==> src/rtl/bp_pkg.sv <==
// ---------------------------------------------------------------------------
// bp_pkg
// Shared types and constants for the branch resolve unit and its queue.
//   state_e     : resolve FSM states (RUN accepts traffic, FLUSH recovers)
//   PC_INC      : sequential fall-through increment
//   BP_PC_W     : default PC width used by the predictor interface
//   bp_entry_t  : one queued prediction at the default PC width
// ---------------------------------------------------------------------------
package bp_pkg;

    localparam int unsigned BP_PC_W = 33;
    localparam int unsigned PC_INC  = 4;

    typedef enum logic {
        RUN   = 1'b0,
        FLUSH = 1'b1
    } state_e;

    typedef struct packed {
        logic [BP_PC_W-1:0] pc;
        logic [BP_PC_W-1:0] pred_next;
    } bp_entry_t;

endpackage

==> src/rtl/bp_fifo.sv <==
// ---------------------------------------------------------------------------
// bp_fifo
// Synchronous circular FIFO holding outstanding predictions in fetch order.
// Pointers carry one extra wrap bit so full and empty stay distinct when the
// address bits coincide.
//   Clk        in   clock, rising edge
//   Reset      in   asynchronous, active-high reset (pointers only)
//   push       in   write push_data at the tail (ignored when full)
//   push_data  in   entry to write
//   pop        in   advance the head (ignored when empty)
//   clear      in   discard all entries; overrides push and pop
//   full       out  no free entry
//   empty      out  no valid entry
//   head       out  oldest entry (undefined while empty)
// ---------------------------------------------------------------------------
module bp_fifo #(
    parameter int unsigned W     = 66,
    parameter int unsigned DEPTH = 4
) (
    input  logic         Clk,
    input  logic         Reset,
    input  logic         push,
    input  logic [W-1:0] push_data,
    input  logic         pop,
    input  logic         clear,
    output logic         full,
    output logic         empty,
    output logic [W-1:0] head
);

    localparam int unsigned AW = (DEPTH > 1) ? $clog2(DEPTH) : 1;

    logic [W-1:0] mem [DEPTH];
    logic [AW:0]  wr_ptr_q, wr_ptr_d;
    logic [AW:0]  rd_ptr_q, rd_ptr_d;

    assign empty = (wr_ptr_q == rd_ptr_q);
    assign full  = (wr_ptr_q[AW] != rd_ptr_q[AW]) &&
                   (wr_ptr_q[AW-1:0] == rd_ptr_q[AW-1:0]);
    assign head  = mem[rd_ptr_q[AW-1:0]];

    // NOTE: every signal assigned in an always_comb gets a default on the
    // first lines of the block so no path leaves it unassigned (no latch).
    always_comb begin
        wr_ptr_d = wr_ptr_q;
        rd_ptr_d = rd_ptr_q;
        if (clear) begin
            // Catch the head up to the tail instead of zeroing both, so the
            // storage keeps rotating through every slot.
            rd_ptr_d = wr_ptr_q;
        end else begin
            if (push && !full)
                wr_ptr_d = wr_ptr_q + 1'b1;
            if (pop && !empty)
                rd_ptr_d = rd_ptr_q + 1'b1;
        end
    end

    // NOTE: sequential state uses non-blocking assignments only, so every
    // register samples the pre-edge value of every other register.
    always_ff @(posedge Clk or posedge Reset) begin
        if (Reset) begin
            wr_ptr_q <= '0;
            rd_ptr_q <= '0;
        end else begin
            wr_ptr_q <= wr_ptr_d;
            rd_ptr_q <= rd_ptr_d;
        end
    end

    // NOTE: the storage array has no reset; pointers alone define validity,
    // and leaving it unreset lets it map onto plain RAM/flop arrays.
    always_ff @(posedge Clk) begin
        if (push && !full && !clear)
            mem[wr_ptr_q[AW-1:0]] <= push_data;
    end

endmodule

==> src/rtl/branch_resolve_unit.sv <==
// ---------------------------------------------------------------------------
// branch_resolve_unit
// Queues fetch-stage predictions in order, checks each against the outcome
// EX reports for the oldest instruction, and on a mispredict issues a
// registered one-cycle Flush with the correct RedirectPC. Keeps saturating
// branch / mispredict statistics and a sticky protocol error flag.
//   Clk           in   clock, rising edge
//   Reset         in   asynchronous, active-high reset
//   PredValid     in   fetch presents a prediction
//   PredPC        in   PC of the fetched instruction
//   PredNextPC    in   predicted next PC
//   PredReady     out  prediction accepted when PredValid & PredReady
//   ResValid      in   EX resolves the oldest outstanding instruction
//   ResIsBranch   in   resolved instruction is a branch/jump
//   ResTaken      in   branch taken
//   ResTarget     in   taken target
//   Flush         out  one-cycle squash pulse
//   RedirectPC    out  correct next PC, valid while Flush=1
//   BranchCount   out  resolved branches, saturating
//   MispredCount  out  mispredicts, saturating
//   ProtoErr      out  sticky: resolve seen with an empty queue
// ---------------------------------------------------------------------------
module branch_resolve_unit
    import bp_pkg::*;
#(
    parameter int unsigned PC_W         = BP_PC_W,
    parameter int unsigned DEPTH        = 4,
    parameter int unsigned FLUSH_CYCLES = 2,
    parameter int unsigned CNT_W        = 16
) (
    input  logic             Clk,
    input  logic             Reset,
    input  logic             PredValid,
    input  logic [PC_W-1:0]  PredPC,
    input  logic [PC_W-1:0]  PredNextPC,
    output logic             PredReady,
    input  logic             ResValid,
    input  logic             ResIsBranch,
    input  logic             ResTaken,
    input  logic [PC_W-1:0]  ResTarget,
    output logic             Flush,
    output logic [PC_W-1:0]  RedirectPC,
    output logic [CNT_W-1:0] BranchCount,
    output logic [CNT_W-1:0] MispredCount,
    output logic             ProtoErr
);

    localparam int unsigned FC_W = (FLUSH_CYCLES > 1) ? $clog2(FLUSH_CYCLES) : 1;

    // Same layout as bp_entry_t, sized by this instance's PC width.
    typedef struct packed {
        logic [PC_W-1:0] pc;
        logic [PC_W-1:0] pred_next;
    } entry_t;

    state_e           state_q, state_d;
    logic [FC_W-1:0]  fc_q, fc_d;
    logic             flush_q, flush_d;
    logic [PC_W-1:0]  redirect_q, redirect_d;
    logic [CNT_W-1:0] br_cnt_q, br_cnt_d;
    logic [CNT_W-1:0] mp_cnt_q, mp_cnt_d;
    logic             proto_q, proto_d;

    entry_t           push_entry;
    entry_t           head_entry;
    logic             q_full, q_empty;

    logic             accept_push;
    logic             resolve;
    logic             mispredict;
    logic [PC_W-1:0]  actual_next;

    assign push_entry = '{pc: PredPC, pred_next: PredNextPC};

    // Ready depends on registered state only: a pop in the same cycle does
    // not open a slot for a push while full.
    assign PredReady   = (state_q == RUN) && !q_full;
    assign accept_push = PredValid && PredReady;
    assign resolve     = (state_q == RUN) && ResValid && !q_empty;

    // Fall-through addition wraps modulo 2^PC_W.
    assign actual_next = (ResIsBranch && ResTaken) ? ResTarget
                                                   : head_entry.pc + PC_W'(PC_INC);
    assign mispredict  = resolve && (actual_next != head_entry.pred_next);

    bp_fifo #(
        .W     ($bits(entry_t)),
        .DEPTH (DEPTH)
    ) u_fifo (
        .Clk       (Clk),
        .Reset     (Reset),
        .push      (accept_push && !mispredict),
        .push_data (push_entry),
        .pop       (resolve && !mispredict),
        .clear     (mispredict),
        .full      (q_full),
        .empty     (q_empty),
        .head      (head_entry)
    );

    // FSM next state and flush pulse.
    always_comb begin
        state_d    = state_q;
        fc_d       = fc_q;
        flush_d    = 1'b0;
        redirect_d = redirect_q;
        unique case (state_q)
            RUN: begin
                if (mispredict) begin
                    state_d    = FLUSH;
                    fc_d       = FC_W'(FLUSH_CYCLES - 1);
                    flush_d    = 1'b1;
                    redirect_d = actual_next;
                end
            end
            FLUSH: begin
                if (fc_q == '0)
                    state_d = RUN;
                else
                    fc_d = fc_q - 1'b1;
            end
            default: state_d = RUN;
        endcase
    end

    // Statistics and protocol flag.
    always_comb begin
        br_cnt_d = br_cnt_q;
        mp_cnt_d = mp_cnt_q;
        proto_d  = proto_q;
        if (resolve && ResIsBranch && (br_cnt_q != '1))
            br_cnt_d = br_cnt_q + CNT_W'(1);
        if (mispredict && (mp_cnt_q != '1))
            mp_cnt_d = mp_cnt_q + CNT_W'(1);
        // Only RUN can flag an empty-queue resolve; FLUSH ignores ResValid.
        if ((state_q == RUN) && ResValid && q_empty)
            proto_d = 1'b1;
    end

    always_ff @(posedge Clk or posedge Reset) begin
        if (Reset) begin
            state_q    <= RUN;
            fc_q       <= '0;
            flush_q    <= 1'b0;
            redirect_q <= '0;
            br_cnt_q   <= '0;
            mp_cnt_q   <= '0;
            proto_q    <= 1'b0;
        end else begin
            state_q    <= state_d;
            fc_q       <= fc_d;
            flush_q    <= flush_d;
            redirect_q <= redirect_d;
            br_cnt_q   <= br_cnt_d;
            mp_cnt_q   <= mp_cnt_d;
            proto_q    <= proto_d;
        end
    end

    assign Flush        = flush_q;
    assign RedirectPC   = redirect_q;
    assign BranchCount  = br_cnt_q;
    assign MispredCount = mp_cnt_q;
    assign ProtoErr     = proto_q;

endmodule

==> config.mk <==
export PLATFORM = sky130hd
export DESIGN_NAME = branch_resolve_unit
export DESIGN_NICKNAME = d
export VERILOG_FILES = /design/src/rtl/bp_pkg.sv /design/src/rtl/bp_fifo.sv /design/src/rtl/branch_resolve_unit.sv
export SDC_FILE = /design/constraint.sdc
export NUM_CORES = 1
export LEC_CHECK = 0
export ABC_AREA = 0
export BUFFER_PORTS_ARGS = -buffer_cell sky130_fd_sc_hd__buf_2
export CORE_MARGIN = 3
export CORE_UTILIZATION = 54
export DETAILED_ROUTE_END_ITERATION = 8
export GPL_ROUTABILITY_DRIVEN = 0
export PLACE_DENSITY = 0.72
export REMOVE_ABC_BUFFERS = 1
export SLEW_MARGIN = 10
export SYNTH_ARGS = -nofsm -noshare
export SYNTH_HDL_FRONTEND = slang
export SYNTH_HIERARCHICAL = 1
export SYNTH_SLANG_ARGS = --single-unit
==> constraint.sdc <==
create_clock -name Clk -period 7.5 [get_ports Clk]
set_clock_uncertainty 0.05 [all_clocks]
set_input_delay 0.75 -clock Clk [delete_from_list [all_inputs] [get_ports Clk]]
set_output_delay 0.75 -clock Clk [all_outputs]
set_load 0.01 [all_outputs]
; ---- Yosys cells after proc, flatten, opt, wreduce, memory -nomap -nowiden
; Memory sizes are Yosys's and may differ from the RTL's.
; Index checks and enable logic that the tools add are counted.
[totals]
output_inout_bits = 68
mem_count = 1
mem_bits_rw = 264
wordCells = 59
ff_bits = 75
[op_classes]
n_bitwise = 2
muxes = 12
n_eq_ne = 7
addsub = 6
n_reduce_logical = 22
[mem_list]
columns = name, words, width, read_ports, rd_clocked_by_memory_dff, write_ports, line_no
row1 = u_fifo.mem, 4, 66, 1, 0, 1, bp_fifo.sv:33  ; logic [W-1:0] mem [DEPTH];
[ops]
columns = cell, n
row1 = 33-bit by 3-bit adder with 33-bit output (second input constant), 1
row2 = 33-bit two-way mux, 1
row3 = 33-bit inequality test, 1
row4 = 16-bit by 1-bit adder with 16-bit output (second input constant), 2
row5 = 16-bit inequality test (second input constant), 2
row6 = 1-bit logical AND, 16
row7 = 1-bit two-way mux, 7
row8 = 3-bit by 1-bit adder with 3-bit output (second input constant), 2
row9 = 3-bit two-way mux, 2
row10 = 1-bit case mux with 2 select lines, 2
row11 = 2-bit AND reduction, 2
row12 = 3-bit == test, 1
row13 = 1-bit zero test, 3
row14 = 2-bit == test, 1
row15 = 2-bit inequality test (second input constant), 1
row16 = 1-bit inverter, 2
row17 = 2-bit nonzero test, 1
row18 = 1-bit inequality test, 1
row19 = 1-bit subtractor (second input constant), 1

; ---- Logic depth before layout (Yosys ltp)
; An unclocked memory read counts as a cell.
[logic_depth]
ltp_word = 11
mapped_depth = 21

; ---- By module
; Netlist, hierarchy kept.
[by_module_without_submodules]
columns = module, cells_per_inst, n_inst, area_each_um2
row1 = bp_fifo, 403, 1, 10087.2
row2 = branch_resolve_unit, 585, 1, 5001.0

; ---- Worst setup path after synthesis
; No wires, ideal clock.
[synth_path]
kind = reg-to-reg
startpoint = register u_fifo.rd_ptr_q[0]
endpoint = memory u_fifo.mem[3][0] (enable)
required_time_ns = 7.030
setup_time_ns = 0.420
arrival_ns = 5.754
stages_incl_launch_ff = 21
period_less_slack_ns = 6.225
setup_slack_ns = 1.275
cell_sequence = dfrtp_1 > buf_6 > buf_2 > mux4_2 > ha_1 > and3_1 > buf_2 > nand2_1 > nor3_1 > a22o_1 > nor4_1 > nand4_1 > o31a_1 > o21ai_4 > buf_2 > buf_2 > inv_1 > clkbuf_1 > nand2b_1 > a311o_1 > inv_1
[synth_rtl]
columns = item, line_no
row1 = from (decl), bp_fifo.sv:35  ; logic [AW:0] rd_ptr_q, rd_ptr_d;
row2 = from (signal assigned), bp_fifo.sv:67  ; rd_ptr_q <= rd_ptr_d;
row3 = to (decl), bp_fifo.sv:33

==> impl_metrics.csv <==
group,metric,value,unit
global_routing,grt_antenna_before_repair,0,
global_routing,grt_start_max_net_pins,65,
cts,post_cts_resized,0,
finish,final_layout_size_suffix_gt1_frac,0.273,
synth,synth_cell_types,78,
setup_path,r2r_end,"u_fifo/mem[0][50]$_DFFE_PP_",
synth,synth-edff-count,264,
detailed_routing,detail_route.iter0.violations,1034,
min_path,min_path_type,"input port to asynchronous set/reset pin",
finish,flow.area_growth_from_synthesis,15.2,%
finish,final_net_count,1282,
setup_path,worstPathRequired,7.60,ns
detailed_routing,wl_per_cell,22.9,µm
finish,layoutNonFillerInstCount,1566,
die,placementRows,60,
pwr,p_leak,0.00646,µW
synth,async_flop_share,0.221,
finish,n_antenna_cell,0,
detailed_routing,routed_via_density,6.00,
place,place.detailed.hpwl,25.5,mm
die,chipWidth,173,µm
cts,holdBufCountCts,0,
sta,setup_viol_count_final,0,
finish,finish.utilization,0.640,
place,placedInstanceArea,0.0163,mm²
setup_path,critPathMaxFanout,30,
cts,clkSinkCount,339,
cts,maximum_clock_insertion_buffer_count,3,
place,placement.setup.worst_slack,1.66,ns
synth,yosysSeqAreaShare,0.650,
synth,syn-mean-instance-area,15.3,µm²
setup_path,worst-r2r-cell-count,15,
cts,clock_transition_at_the_registers_of_the_reported_paths,0.06,ns
pwr,power-per-cell-area,380,mW/mm²
global_routing,busiest_layer,"met2",
global_routing,global_route.overflow_total,0,
die,initial_utilization,0.555,
outcome,result_of_the_run,"finished clean",
setup_path,ff_to_ff_start,"u_fifo/rd_ptr_q[1]$_DFFE_PP0P_",
synth,synthDominantCellAreaShare,0.525,
sta,slew_headroom,0.379,
setup_path,startpoint_kind_of_the_worst_setup_timing_path,"flip-flop",
sta,hold_violations,0,
cts,clk_latency,0.51,ns
synth,synth_area,0.0151,mm²
setup_path,timing.setup.critical_path_class,"flip-flop to flip-flop",
die,die_footprint,0.0300,mm²
sta,fmax,171,MHz
place,placedCellCount,1503,
detailed_routing,routed_wl,35.9,mm
cts,tritoncts,"built",
place,io_buffers,172,
sta,finalMaxSlewViolations,0,
pwr,irDropWorstVdd,212,µV
detailed_routing,vias,9393,
sta,timing.final.crit_period,5.85,ns
synth,ys_warn_count,6,
sta,final.setup.worst_slack,1.65,ns
global_routing,grt_util_met2,0.378,
cts,cts.root.buffer_cell,"sky130_fd_sc_hd__clkbuf_16",
sta,setup_repair_after_global_routing_missed_its_margin,"no",
detailed_routing,drc,0,
synth,netlist_instances,988,
cts,max_h_tree_level,2,
synth,library_cell_occupying_the_most_area_in_the_post_synthesis_netlist,"sky130_fd_sc_hd__edfxtp_1",
setup_path,ff2ff_setup_slack,1.65,ns
die,die_height,173,µm
synth,yosys_register_bits,339,
flow_run,maxCapViolCount,0,
sta,share_of_the_clock_period_used_by_the_worst_path,0.780,
global_routing,grt_pass1_vias,9331,
detailed_routing,drt_pass1_iterations,5,
setup_path,worst_setup_path_end_kind,"flip-flop",
die,top_level_ports,173,
setup_path,arrival_time_worst_endpoint,5.95,ns
synth,top_area_cells_in_the_synthesized_netlist,"sky130_fd_sc_hd__edfxtp_1 (53%), sky130_fd_sc_hd__dfrtp_1 (12%), sky130_fd_sc_hd__mux4_2 (9.4%), sky130_fd_sc_hd__xnor2_1 (2.8%), sky130_fd_sc_hd__xor2_1 (2.3%)",
global_routing,first_pass_grt_wire_length,55.7,mm
finish,fillers,2043,
finish,post_route_cell_area,0.0174,mm²
global_routing,grt_util_met3,0.0463,
sta,slew_at_the_pin_closest_to_its_max_slew_limit,0.925,ns
global_routing,global_route.usage.total,0.241,
detailed_routing,routed_antenna_nets,0,
pwr,fin_total_pwr,6600,µW
global_routing,gr-usage-met1,0.356,
cts,cts-buffers-inserted,36,
synth,primary_ff_master_synth,"sky130_fd_sc_hd__edfxtp_1",
die,placeableCoreArea,0.0272,mm²
cts,setup_buffers_after_cts,0,
-- synthesized netlist by cell type, drive strengths merged (4+ instances only) --
| library cell | number |
|---|---|
| dfrtp | 75 |
| mux2 | 15 |
| buf | 32 |
| and4 | 10 |
| xnor2 | 50 |
| nor2 | 51 |
| nand4 | 21 |
| nand2 | 58 |
| o311ai | 4 |
| nor3b | 6 |
| nor3 | 16 |
| a21oi | 21 |
| nor2b | 5 |
| nand3 | 33 |
| nor4 | 16 |
| a211oi | 11 |
| o31ai | 5 |
| a31oi | 6 |
| mux4 | 66 |
| o22ai | 5 |
| o21ai | 35 |
| mux2i | 6 |
| clkbuf | 12 |
| xor2 | 40 |
| ha | 8 |
| a21o | 9 |
| and2 | 6 |
| or3 | 6 |
| and3 | 15 |
| edfxtp | 264 |
| inv | 33 |
-- metal layers --
| layer | part of all wire | wire length, µm |
|---|---|---|
| met5 | 0 | 0 |
| met4 | 0.021 | 765 |
| met1 | 0.43 | 15500 |
| met3 | 0.080 | 2870 |
| met2 | 0.47 | 16700 |
-- power by group --
| part | total (µW) | switching (µW) | internal, µW |
|---|---|---|---|
| Sequential | 2610 | 247 | 2370 |
| Clock | 1590 | 662 | 926 |
| Combinational | 2400 | 1400 | 1000 |
| Total | 6600 | 2300 | 4290 |
-- registers in the layout, indices dropped and copies added, names as in the netlist --
signal,flops
BranchCount,16
u_fifo/wr_ptr_q,3
MispredCount,16
fc_q,1
u_fifo/rd_ptr_q,3
Flush,1
RedirectPC,33
state_q,1
ProtoErr,1
u_fifo/mem,264
-- cell usage in the layout (no fill, tap or decap), types with 8 or more instances in the layout --
master	count
sky130_fd_sc_hd__xnor2_1	48
sky130_fd_sc_hd__and4_1	10
sky130_fd_sc_hd__mux4_2	63
sky130_fd_sc_hd__inv_1	30
sky130_fd_sc_hd__xor2_1	39
sky130_fd_sc_hd__and3_1	15
sky130_fd_sc_hd__clkbuf_1	14
sky130_fd_sc_hd__nor3_1	16
sky130_fd_sc_hd__nor2_1	50
sky130_fd_sc_hd__ha_1	8
sky130_fd_sc_hd__o21ai_0	33
sky130_fd_sc_hd__nand2_1	57
sky130_fd_sc_hd__mux2_1	9
sky130_fd_sc_hd__a21oi_1	21
sky130_fd_sc_hd__nor4_1	13
sky130_fd_sc_hd__a211oi_1	11
sky130_fd_sc_hd__a21o_1	9
sky130_fd_sc_hd__edfxtp_1	264
sky130_fd_sc_hd__buf_4	11
sky130_fd_sc_hd__buf_2	172
sky130_fd_sc_hd__nand4_1	20
sky130_fd_sc_hd__nand3_1	32
sky130_fd_sc_hd__dfrtp_1	73
sky130_fd_sc_hd__clkbuf_16	37
-- worst max-delay path by stage --
stage	startpoint	cells after the start	slack, ns	end
after floorplan	u_fifo/rd_ptr_q[0]$_DFFE_PP0P_	14	-1.40	u_fifo/mem[3][0]$_DFFE_PP_
after global placement	u_fifo/rd_ptr_q[1]$_DFFE_PP0P_	15	1.76	u_fifo/mem[0][46]$_DFFE_PP_
after detailed placement	u_fifo/rd_ptr_q[1]$_DFFE_PP0P_	15	1.66	u_fifo/mem[0][12]$_DFFE_PP_
after CTS	u_fifo/rd_ptr_q[1]$_DFFE_PP0P_	15	1.62	u_fifo/mem[0][47]$_DFFE_PP_
after global routing	u_fifo/rd_ptr_q[0]$_DFFE_PP0P_	15	1.29	u_fifo/mem[2][51]$_DFFE_PP_
final	u_fifo/rd_ptr_q[1]$_DFFE_PP0P_	15	1.65	u_fifo/mem[0][50]$_DFFE_PP_
-- kinds of logic (layout without fill, tap and decap cells) --
family	after synthesis	after routing	synth area share
adders and majority gates	8	8	0.00663
buffers and inverters	77	283	0.0252
xor gates and xnor gates	90	90	0.0537
AOI/OAI and AO/OA	129	129	0.0581
muxes	87	87	0.115
DFF	339	339	0.650
and+or+nand+nor	258	258	0.0919
-- critical path, cell delays in order, from the launching register on --
cell and delay, ns:
sky130_fd_sc_hd__dfrtp_2 0.90, sky130_fd_sc_hd__mux4_2 0.43, sky130_fd_sc_hd__ha_1 0.24, sky130_fd_sc_hd__nand3_1 0.25, sky130_fd_sc_hd__nor3_1 0.64, sky130_fd_sc_hd__nand3_1 0.22
sky130_fd_sc_hd__xor2_1 0.25, sky130_fd_sc_hd__o211ai_1 0.11, sky130_fd_sc_hd__or3_1 0.31, sky130_fd_sc_hd__o31a_1 0.35, sky130_fd_sc_hd__o21ai_4 0.25, sky130_fd_sc_hd__inv_1 0.18
sky130_fd_sc_hd__nand2b_1 0.22, sky130_fd_sc_hd__a31oi_2 0.29, sky130_fd_sc_hd__and2_2 0.34, sky130_fd_sc_hd__buf_4 0.40
-- metrics by stage --
| stage | TNS (ns) | hold WS [ns] |
|---|---|---|
| 3_3_place_gp | 0 | 0.408 |
| 2_1_floorplan | -274.23 | 0.430 |
| 5_1_grt | 0 | 0.153 |
| 6_report | 0 | 0.135 |
| 4_1_cts | 0 | 0.124 |
| 3_5_place_dp | 0 | 0.414 |
-- area by class of cell --
class                           instances  area (µm²)  area share
Clock buffer                           53        1010      0.0579
Clock inverter                         10        45.0     0.00259
Inverter                               33         128     0.00734
Multi-Input combinational cell        572        4910       0.282
Sequential cell                       339        9810       0.564
Tap cell                              372         465      0.0268
Timing Repair Buffer                  187        1020      0.0589
Power figures use the tool's default switching activity.
